==> src/rtl/mips_ctrl_pkg.sv <==
// Shared constants and types for the pipeline controller: stall vectors,
// exception codes, redirect vectors and the multi-cycle FSM encoding.
package mips_ctrl_pkg;

    localparam int STALL_W  = 6;
    localparam int MC_CNT_W = 6;

    // One bit per stage, bit0 = PC ... bit5 = WB; a stalled stage also holds everything upstream.
    localparam logic [STALL_W-1:0] STALL_NONE = 6'b000000;
    localparam logic [STALL_W-1:0] STALL_IF   = 6'b000011;
    localparam logic [STALL_W-1:0] STALL_ID   = 6'b000111;
    localparam logic [STALL_W-1:0] STALL_EX   = 6'b001111;
    localparam logic [STALL_W-1:0] STALL_MEM  = 6'b011111;

    localparam logic [31:0] EXC_NONE    = 32'h0000_0000;
    localparam logic [31:0] EXC_INT     = 32'h0000_0001;
    localparam logic [31:0] EXC_SYSCALL = 32'h0000_0008;
    localparam logic [31:0] EXC_BREAK   = 32'h0000_0009;
    localparam logic [31:0] EXC_RI      = 32'h0000_000a;
    localparam logic [31:0] EXC_OV      = 32'h0000_000c;
    localparam logic [31:0] EXC_TRAP    = 32'h0000_000d;
    localparam logic [31:0] EXC_ERET    = 32'h0000_000e;

    localparam logic [31:0] VEC_INT = 32'h0000_0020;
    localparam logic [31:0] VEC_EXC = 32'h0000_0040;

    typedef enum logic [1:0] {
        MC_IDLE = 2'd0,
        MC_BUSY = 2'd1,
        MC_DONE = 2'd2
    } mc_state_t;

    // Unknown non-zero codes still land on the general exception vector.
    function automatic logic [31:0] redirect_pc(input logic [31:0] code,
                                                input logic [31:0] epc);
        logic [31:0] pc;
        case (code)
            EXC_NONE:                                       pc = 32'h0000_0000;
            EXC_INT:                                        pc = VEC_INT;
            EXC_SYSCALL, EXC_BREAK, EXC_RI, EXC_OV, EXC_TRAP: pc = VEC_EXC;
            EXC_ERET:                                       pc = epc;
            default:                                        pc = VEC_EXC;
        endcase
        return pc;
    endfunction

endpackage

==> src/rtl/pipe_ctrl_if.sv <==
// Handshake bundle between the pipeline stages (master) and the controller (slave).
interface pipe_ctrl_if;
    import mips_ctrl_pkg::*;

    logic                stallreq_if_i;
    logic                stallreq_id_i;
    logic                stallreq_ex_i;
    logic                stallreq_mem_i;
    logic                mc_start_i;
    logic [MC_CNT_W-1:0] mc_cycles_i;
    logic [31:0]         excepttype_i;
    logic [31:0]         cp0_epc_i;

    logic [STALL_W-1:0]  stall_o;
    logic                flush_o;
    logic [31:0]         new_pc_o;
    logic                mc_busy_o;
    logic                mc_done_o;
    logic                mc_abort_o;

    modport master (
        output stallreq_if_i, stallreq_id_i, stallreq_ex_i, stallreq_mem_i,
        output mc_start_i, mc_cycles_i, excepttype_i, cp0_epc_i,
        input  stall_o, flush_o, new_pc_o, mc_busy_o, mc_done_o, mc_abort_o
    );

    modport slave (
        input  stallreq_if_i, stallreq_id_i, stallreq_ex_i, stallreq_mem_i,
        input  mc_start_i, mc_cycles_i, excepttype_i, cp0_epc_i,
        output stall_o, flush_o, new_pc_o, mc_busy_o, mc_done_o, mc_abort_o
    );

endinterface

==> src/rtl/mc_counter.sv <==
// Down-counter for multi-cycle operations: load, decrement, clear, and
// flags telling the FSM when the last busy cycle has been reached.
module mc_counter
    import mips_ctrl_pkg::*;
(
    input  logic                clk,
    input  logic                rst,
    input  logic                clear,
    input  logic                load,
    input  logic [MC_CNT_W-1:0] load_val,
    input  logic                dec,
    output logic                is_zero,
    output logic                is_one
);

    logic [MC_CNT_W-1:0] count_reg;
    logic [MC_CNT_W-1:0] count_next;

    // Decrement saturates at zero so a stray dec can never wrap to a long op.
    always_comb begin
        count_next = count_reg;
        if (clear) begin
            count_next = '0;
        end else if (load) begin
            count_next = load_val;
        end else if (dec && (count_reg != '0)) begin
            count_next = count_reg - MC_CNT_W'(1);
        end
    end

    always_ff @(posedge clk) begin
        if (rst) begin
            count_reg <= '0;
        end else begin
            count_reg <= count_next;
        end
    end

    assign is_zero = (count_reg == '0);
    assign is_one  = (count_reg == MC_CNT_W'(1));

endmodule

==> src/rtl/pipe_ctrl.sv <==
// Pipeline controller: prioritised stall vector, exception flush/redirect,
// and the IDLE/BUSY/DONE sequencer for multi-cycle EX operations.
module pipe_ctrl
    import mips_ctrl_pkg::*;
(
    input  logic       clk,
    input  logic       rst,
    pipe_ctrl_if.slave bus
);

    mc_state_t           state_reg;
    mc_state_t           state_next;
    logic                abort_reg;
    logic                abort_next;

    logic                flush;
    logic                start_ok;
    logic                busy;
    logic [STALL_W-1:0]  stall;

    logic                cnt_clear;
    logic                cnt_load;
    logic                cnt_dec;
    logic [MC_CNT_W-1:0] cnt_load_val;
    logic                cnt_zero;
    logic                cnt_one;

    assign flush    = (bus.excepttype_i != EXC_NONE);
    assign start_ok = bus.mc_start_i && !flush;
    assign busy     = (state_reg == MC_BUSY);

    // A zero-length request still occupies EX for one cycle.
    assign cnt_load_val = (bus.mc_cycles_i == '0) ? MC_CNT_W'(1) : bus.mc_cycles_i;

    mc_counter u_mc_counter (
        .clk      (clk),
        .rst      (rst),
        .clear    (cnt_clear),
        .load     (cnt_load),
        .load_val (cnt_load_val),
        .dec      (cnt_dec),
        .is_zero  (cnt_zero),
        .is_one   (cnt_one)
    );

    always_comb begin
        state_next = state_reg;
        abort_next = 1'b0;
        cnt_clear  = 1'b0;
        cnt_load   = 1'b0;
        cnt_dec    = 1'b0;
        case (state_reg)
            MC_IDLE, MC_DONE: begin
                if (start_ok) begin
                    state_next = MC_BUSY;
                    cnt_load   = 1'b1;
                end else begin
                    state_next = MC_IDLE;
                end
            end
            MC_BUSY: begin
                if (flush) begin
                    state_next = MC_IDLE;
                    abort_next = 1'b1;
                    cnt_clear  = 1'b1;
                end else if (cnt_one || cnt_zero) begin
                    state_next = MC_DONE;
                    cnt_dec    = 1'b1;
                end else begin
                    cnt_dec    = 1'b1;
                end
            end
            default: begin
                state_next = MC_IDLE;
                cnt_clear  = 1'b1;
            end
        endcase
    end

    always_ff @(posedge clk) begin
        if (rst) begin
            state_reg <= MC_IDLE;
            abort_reg <= 1'b0;
        end else begin
            state_reg <= state_next;
            abort_reg <= abort_next;
        end
    end

    // Highest-priority source wins; a flush releases every stage.
    always_comb begin
        stall = STALL_NONE;
        if (flush) begin
            stall = STALL_NONE;
        end else if (bus.stallreq_mem_i) begin
            stall = STALL_MEM;
        end else if (bus.stallreq_ex_i || busy) begin
            stall = STALL_EX;
        end else if (bus.stallreq_id_i) begin
            stall = STALL_ID;
        end else if (bus.stallreq_if_i) begin
            stall = STALL_IF;
        end
    end

    assign bus.stall_o    = stall;
    assign bus.flush_o    = flush;
    assign bus.new_pc_o   = redirect_pc(bus.excepttype_i, bus.cp0_epc_i);
    assign bus.mc_busy_o  = busy;
    assign bus.mc_done_o  = (state_reg == MC_DONE);
    assign bus.mc_abort_o = abort_reg;

endmodule

==> src/flat_wrapper.sv <==
// flat-port wrapper written by rule: the top's interface ports become plain ports
module pipe_ctrl_flat import mips_ctrl_pkg::*;
  (clk, rst, bus_stallreq_if_i, bus_stallreq_id_i, bus_stallreq_ex_i, bus_stallreq_mem_i, bus_mc_start_i, bus_mc_cycles_i, bus_excepttype_i, bus_cp0_epc_i, bus_stall_o, bus_flush_o, bus_new_pc_o, bus_mc_busy_o, bus_mc_done_o, bus_mc_abort_o);
  pipe_ctrl_if bus_i ();
  input  logic clk;
  input  logic rst;
  input wire logic [$bits(bus_i.stallreq_if_i)-1:0] bus_stallreq_if_i;
  input wire logic [$bits(bus_i.stallreq_id_i)-1:0] bus_stallreq_id_i;
  input wire logic [$bits(bus_i.stallreq_ex_i)-1:0] bus_stallreq_ex_i;
  input wire logic [$bits(bus_i.stallreq_mem_i)-1:0] bus_stallreq_mem_i;
  input wire logic [$bits(bus_i.mc_start_i)-1:0] bus_mc_start_i;
  input wire logic [$bits(bus_i.mc_cycles_i)-1:0] bus_mc_cycles_i;
  input wire logic [$bits(bus_i.excepttype_i)-1:0] bus_excepttype_i;
  input wire logic [$bits(bus_i.cp0_epc_i)-1:0] bus_cp0_epc_i;
  output wire logic [$bits(bus_i.stall_o)-1:0] bus_stall_o;
  output wire logic [$bits(bus_i.flush_o)-1:0] bus_flush_o;
  output wire logic [$bits(bus_i.new_pc_o)-1:0] bus_new_pc_o;
  output wire logic [$bits(bus_i.mc_busy_o)-1:0] bus_mc_busy_o;
  output wire logic [$bits(bus_i.mc_done_o)-1:0] bus_mc_done_o;
  output wire logic [$bits(bus_i.mc_abort_o)-1:0] bus_mc_abort_o;
  assign bus_i.stallreq_if_i = bus_stallreq_if_i;
  assign bus_i.stallreq_id_i = bus_stallreq_id_i;
  assign bus_i.stallreq_ex_i = bus_stallreq_ex_i;
  assign bus_i.stallreq_mem_i = bus_stallreq_mem_i;
  assign bus_i.mc_start_i = bus_mc_start_i;
  assign bus_i.mc_cycles_i = bus_mc_cycles_i;
  assign bus_i.excepttype_i = bus_excepttype_i;
  assign bus_i.cp0_epc_i = bus_cp0_epc_i;
  assign bus_stall_o = bus_i.stall_o;
  assign bus_flush_o = bus_i.flush_o;
  assign bus_new_pc_o = bus_i.new_pc_o;
  assign bus_mc_busy_o = bus_i.mc_busy_o;
  assign bus_mc_done_o = bus_i.mc_done_o;
  assign bus_mc_abort_o = bus_i.mc_abort_o;
  pipe_ctrl u_core (.clk(clk), .rst(rst), .bus(bus_i));
endmodule
==> config.mk <==
export PLATFORM = sky130hd
export DESIGN_NAME = pipe_ctrl_flat
export DESIGN_NICKNAME = d
export VERILOG_FILES = /design/src/rtl/mips_ctrl_pkg.sv /design/src/rtl/pipe_ctrl_if.sv /design/src/rtl/mc_counter.sv /design/src/rtl/pipe_ctrl.sv /design/src/flat_wrapper.sv
export SDC_FILE = /design/constraint.sdc
export NUM_CORES = 1
export LEC_CHECK = 0
export BUFFER_PORTS_ARGS = -buffer_cell sky130_fd_sc_hd__buf_2
export CORE_ASPECT_RATIO = 0.5
export CORE_MARGIN = 5
export CORE_UTILIZATION = 25
export CTS_CLUSTER_SIZE = 8
export DETAILED_ROUTE_END_ITERATION = 8
export PLACE_DENSITY_LB_ADDON = 0.25
export SYNTH_ARGS = -nofsm -noshare
export SYNTH_HDL_FRONTEND = slang
export SYNTH_HIERARCHICAL = 1
export SYNTH_SLANG_ARGS = --single-unit
==> constraint.sdc <==
create_clock -name clk -period 3 [get_ports clk]
set_input_delay 0.3 -clock clk [delete_from_list [all_inputs] [get_ports clk]]
set_output_delay 0.3 -clock clk [all_outputs]
set_load 0.005 [all_outputs]
After elaboration in Yosys (flattened, before gate mapping)
Cells that the tools add are included.

operators by class
  add/sub/neg operators = 1
  equality and inequality tests = 6
  muxes and demuxes = 19
  bitwise operators = 1
  reduce and logical (&&, ||, !) cells = 15

operators with widths
  kind                                                                 number
  32-bit case mux with 3 select lines                                  1
  6-bit 2-to-1 mux                                                     7
  32-bit by 1-bit == test with 1-bit output (second input constant)    1
  32-bit by 4-bit == test with 1-bit output (second input constant)    1
  32-bit zero test                                                     1
  32-bit nonzero test                                                  1
  6-bit zero test                                                      2
  6-bit by 1-bit == test with 1-bit output (second input constant)     1
  1-bit 2-to-1 mux                                                     6
  2-bit 2-to-1 mux                                                     3
  6-bit nonzero test                                                   1
  2-bit OR reduction                                                   3
  6-bit by 1-bit subtractor with 6-bit output (second input constant)  1
  2-bit case mux with 2 select lines                                   1
  3-bit by 2-bit != test with 1-bit output (second input constant)     1
  2-bit by 1-bit == test with 1-bit output (second input constant)     1
  2-bit == test (second input constant)                                1
  1-bit logical AND                                                    2
  2-bit zero test                                                      1
  1-bit logical OR                                                     2
  1-bit case mux with 2 select lines                                   1
  2-bit nonzero test                                                   1
  1-bit zero test                                                      1
  1-bit NOT                                                            1

word-level totals
  register bits after elaboration = 9
  bits of input ports = 77
  output and inout port bits = 42
  word-level logic and storage cells = 45

Depth between registers and ports, before layout
  depth in word-level cells = 6
  depth in mapped cells = 8
  depth with buffers taken out = 7

By module
Netlist, hierarchy kept.

by module, submodules not included
  module      instances  cells an instance  area each (sq um)  sequential area each (sq um)
  pipe_ctrl   1          123                968.4              60.1
  mc_counter  1          47                 445.4              120.1

Least setup slack after synthesis
No wires, ideal clock.

  path type = input -> register
  start point = in bus_excepttype_i[26]
  end point = reg u_core.u_mc_counter.count_reg[0]
  library setup time = 103 ps
  data arrival time = 2120 ps
  required time = 2897 ps
  path slack = 776 ps
  stages = 8
  path buffers = 1
  path through = nor4_1 -> nand4_2 -> buf_6 -> nor4b_2 -> inv_1 -> a21oi_2 -> xnor2_1 -> a2111oi_2

between the ends
  elaborated cells between the ends (all ways) = 13

RTL lines
  item                                 line                source
  from (decl)                          flat_wrapper.sv:13  input wire logic [$bits(bus_i.excepttype_i)-1:0] bus_excepttype_i;
  32-bit nonzero test                  pipe_ctrl.sv:28     assign flush = (bus.excepttype_i != EXC_NONE);
  1-bit 2-to-1 mux                     pipe_ctrl.sv:62     if (flush) begin
  1-bit 2-to-1 mux                     pipe_ctrl.sv:52     case (state_reg)
  net u_core.cnt_dec                   pipe_ctrl.sv:23     logic cnt_dec;
  1-bit logical AND                    mc_counter.sv:26    end else if (dec && (count_reg != '0)) begin
  2-bit nonzero test (no source line)  -
  to (signal assigned)                 mc_counter.sv:35    count_reg <= count_next;
  to (decl)                            mc_counter.sv:16    logic [MC_CNT_W-1:0] count_reg;

The timed path passes the listed nets, and every way through them passes these cells.
A chain may end at the register's enable or synchronous reset.

Worst setup path in the final report
  start point = in bus_excepttype_i[5]
  end point = out bus_new_pc_o[0]

between the ends
  cells in the longest elaborated chain, start to end = 2
  elaborated cells between the ends (all ways) = 4

ends and longest elaborated chain
  item                                                                     line                 source
  32-bit by 4-bit == test with 1-bit output, or another cell as far along  mips_ctrl_pkg.sv:37  case (code)
  32-bit case mux with 3 select lines *                                    mips_ctrl_pkg.sv:37
  to (decl)                                                                flat_wrapper.sv:17   output wire logic [$bits(bus_i.new_pc_o)-1:0] bus_new_pc_o;

Every way passes the cells marked *; elsewhere a longest branch is shown, timed or not.

==> results.toml <==
[grt]
track_usage_pct = 11.90
antenna_found_initial = 0
grt.met1_usage_pct = 11.37
busiest_layer = "met2"
met3_usage_pct = 2.294
gr-total-overflow = 0
grt_pass1_wl_um = 7376
grt_max_degree = 43
gr-usage-met2_pct = 25.00
grt_pass1_vias = 1683

[sta]
rsz0062_at_grt = "no"
setup_viol = 0
max_slew.worst_pin.slew_ps = 596.9
fin_crit_ps = 2334
skew_ps = 0.5167
maxSlewHeadroom_pct = 60.21
whs_ps = 303.8
timing.fmax_mhz = 428.4
fin_crit_sh_pct = 77.80
fin_setup_tns_ps = 0
drv_slew = 0
hold_viol_final = 0

[routing]
drc = 0
wl_per_cell_um = 12.34
vias = 1567
drt_iter0_markers = 21
ant_nets = 0
drt-pass1-iter-count = 3
drt_wl_total_um = 4318
post_drt_via_cell_ratio = 4.477

[place]
place_inst = 346
hpwl_um = 3626
place.gp.congestion = 0.7550
place_area_mm2 = 0.002016
port_buffers = 117

[logic_synthesis]
synth_cell_type_count = 45
ys_seq_area_share_pct = 12.74
synth-edff-count = 0
synth_nets = 250
ys_seq_elements = 9
yosysTopAreaCell = "nor4_2"
syn_inst = 170
synth.avg_cell_area_um2 = 8.317
synth_warnings = 6
synth_ff_type = "dfxtp_1"
yosys.area.top_type_share_pct = 29.20
synth_area_mm2 = 0.001414
async_flop_share_pct = 0
yosys-top-cells-area = "nor4_2 (29%), dfxtp_1 (13%), inv_1 (10%)"

[worst_setup_path]
critPathRequiredTime_ps = 2700
critPathArrivalTime_ps = 2030
cp_max_fo = 19
rr_worst_depth = 5
end_kind = "output port"
worstSetupStartpointType = "primary input"
crit_type = "in2out"

[cells_and_area]
nNetsFinal = 358
n_fill_cell = 574
area_growth_pct = 48.14
stdcell_count = 350
drive_gt1_share_pct = 61.73
final_area_mm2 = 0.002095
largest_reg_flops = 6
utilization_pct = 38.14
diodes = 0

[power_and_ir_drop]
leakagePower_nw = 0.9941
intPower_w = 0.0003423
p_sw_w = 0.00009166
seq_power_share_pct = 27.7
pwr-share-clk_pct = 53.5
ir_drop_mv = 0.1598
power.density_mw_per_mm2 = 207.2
p_sw_share_pct = 21.12
power_frac_comb_pct = 18.8

[die]
fp.dieW_um = 116.4
start_util_pct = 25.75
dieArea_mm2 = 0.007350
io_pins = 119
num_rows = 19
dieHeight_um = 63.18
core_mm2 = 0.005492

[clock_network]
post_cts_buffers = 0
post_cts_resized = 0
cts_tree = "done"
htreeDepth = 1
cts_hold_buf = 0
clk_pin_slew_ps = 40
clk_latency_ps = 230
max-clock-path-buffers = 2
cts_buffers = 3
cts_root_buf = "clkbuf_16"
clkSinkCount = 9

[min_path]
hold_class = "in2reg"
worstHoldPathCells = 2

[status]
outcome = "completed"

[flow_run]
maxCapViolations = 0
==> path summary, 6_finish.rpt <==
check,startpoint,end,slack [ps]
max reg2reg,u_core/state_reg[0],u_core/u_mc_counter/count_reg[0],1290
max,bus_excepttype_i[5],bus_new_pc_o[0],670
min reg2reg,u_core/u_mc_counter/count_reg[5],u_core/u_mc_counter/count_reg[5],590
min,rst,u_core/u_mc_counter/count_reg[0],300
==> power by group through the flow <==
stage	Combinational (W)	Clock (W)	Sequential [W]
after floorplan	0.0000292	0	0.000122
after global placement	0.0000792	0	0.000122
after detailed placement	0.0000817	0	0.000122
after CTS	0.0000821	0.000237	0.000120
after global routing	0.0000930	0.000249	0.000120
final	0.0000817	0.000232	0.000120
==> cell usage after synthesis (3+ instances only) <==
cell type,number
o21ai_0,4
nor2_1,4
dfxtp_1,9
buf_1,3
buf_6,4
nor3_1,7
a21oi_1,4
nor4_1,8
ha_1,3
buf_2,4
inv_1,39
xnor2_1,4
clkbuf_1,5
nor4_2,33
==> layout make-up <==
| class | count | area [um^2] | share of cell area (%) |
|---|---|---|---|
| Multi-Input combinational cell | 103 | 974.7 | 46.54 |
| Clock buffer | 4 | 78.83 | 3.763 |
| Sequential cell | 9 | 180.2 | 8.602 |
| Timing Repair Buffer | 122 | 623.1 | 29.75 |
| Inverter | 39 | 146.4 | 6.989 |
| Tap cell | 73 | 91.34 | 4.361 |
==> metrics by stage <==
stage          power [W]  worst slack (ps)
2_1_floorplan  0.0001513             776.5
3_3_place_gp   0.0002013             683.2
3_5_place_dp   0.0002038             605.1
4_1_cts        0.0004389             628.9
5_1_grt        0.0004625             522.6
6_report       0.0004339             666.0
==> critical path, cell delays in order <==
cell,delay (ps)
buf_2,100
nor4_1,430
nand3_2,410
buf_4,370
nor4_2,260
buf_2,160
==> per-layer routing <==
metal	vias to the layer above	share of wire (%)	routed length, um
li1	812	-	-
met1	722	36	1570
met2	31	58	2513
met3	2	4.4	192
met4	0	0.95	41
met5	-	0	0
==> cells by family after synthesis <==
logic type / count (synthesis) / synth area share, %
mux: 1 / 0.7080
other cells: 1 / 0.2652
flops: 9 / 12.74
xor+xnor: 4 / 2.478
buf+inv: 58 / 18.67
fa+ha+maj: 3 / 2.655
compound gates: 22 / 14.16
simple gates: 72 / 48.32
==> layout by cell type, fill, tap and decap left out, types with 2 or more instances in the layout <==
cell type / count
inv_1: 39
nand2_1: 2
nor2b_1: 2
a21oi_1: 4
o21ai_0: 4
nor4_1: 8
o21ba_1: 2
clkbuf_16: 3
nor3_1: 7
buf_2: 117
xnor2_1: 4
nand4_1: 2
nor4_2: 33
nor4_4: 2
buf_4: 5
a211oi_1: 2
or3_1: 2
ha_1: 3
nor2_1: 4
dfxtp_1: 9
No activity file was read; power rests on OpenSTA's default activity.
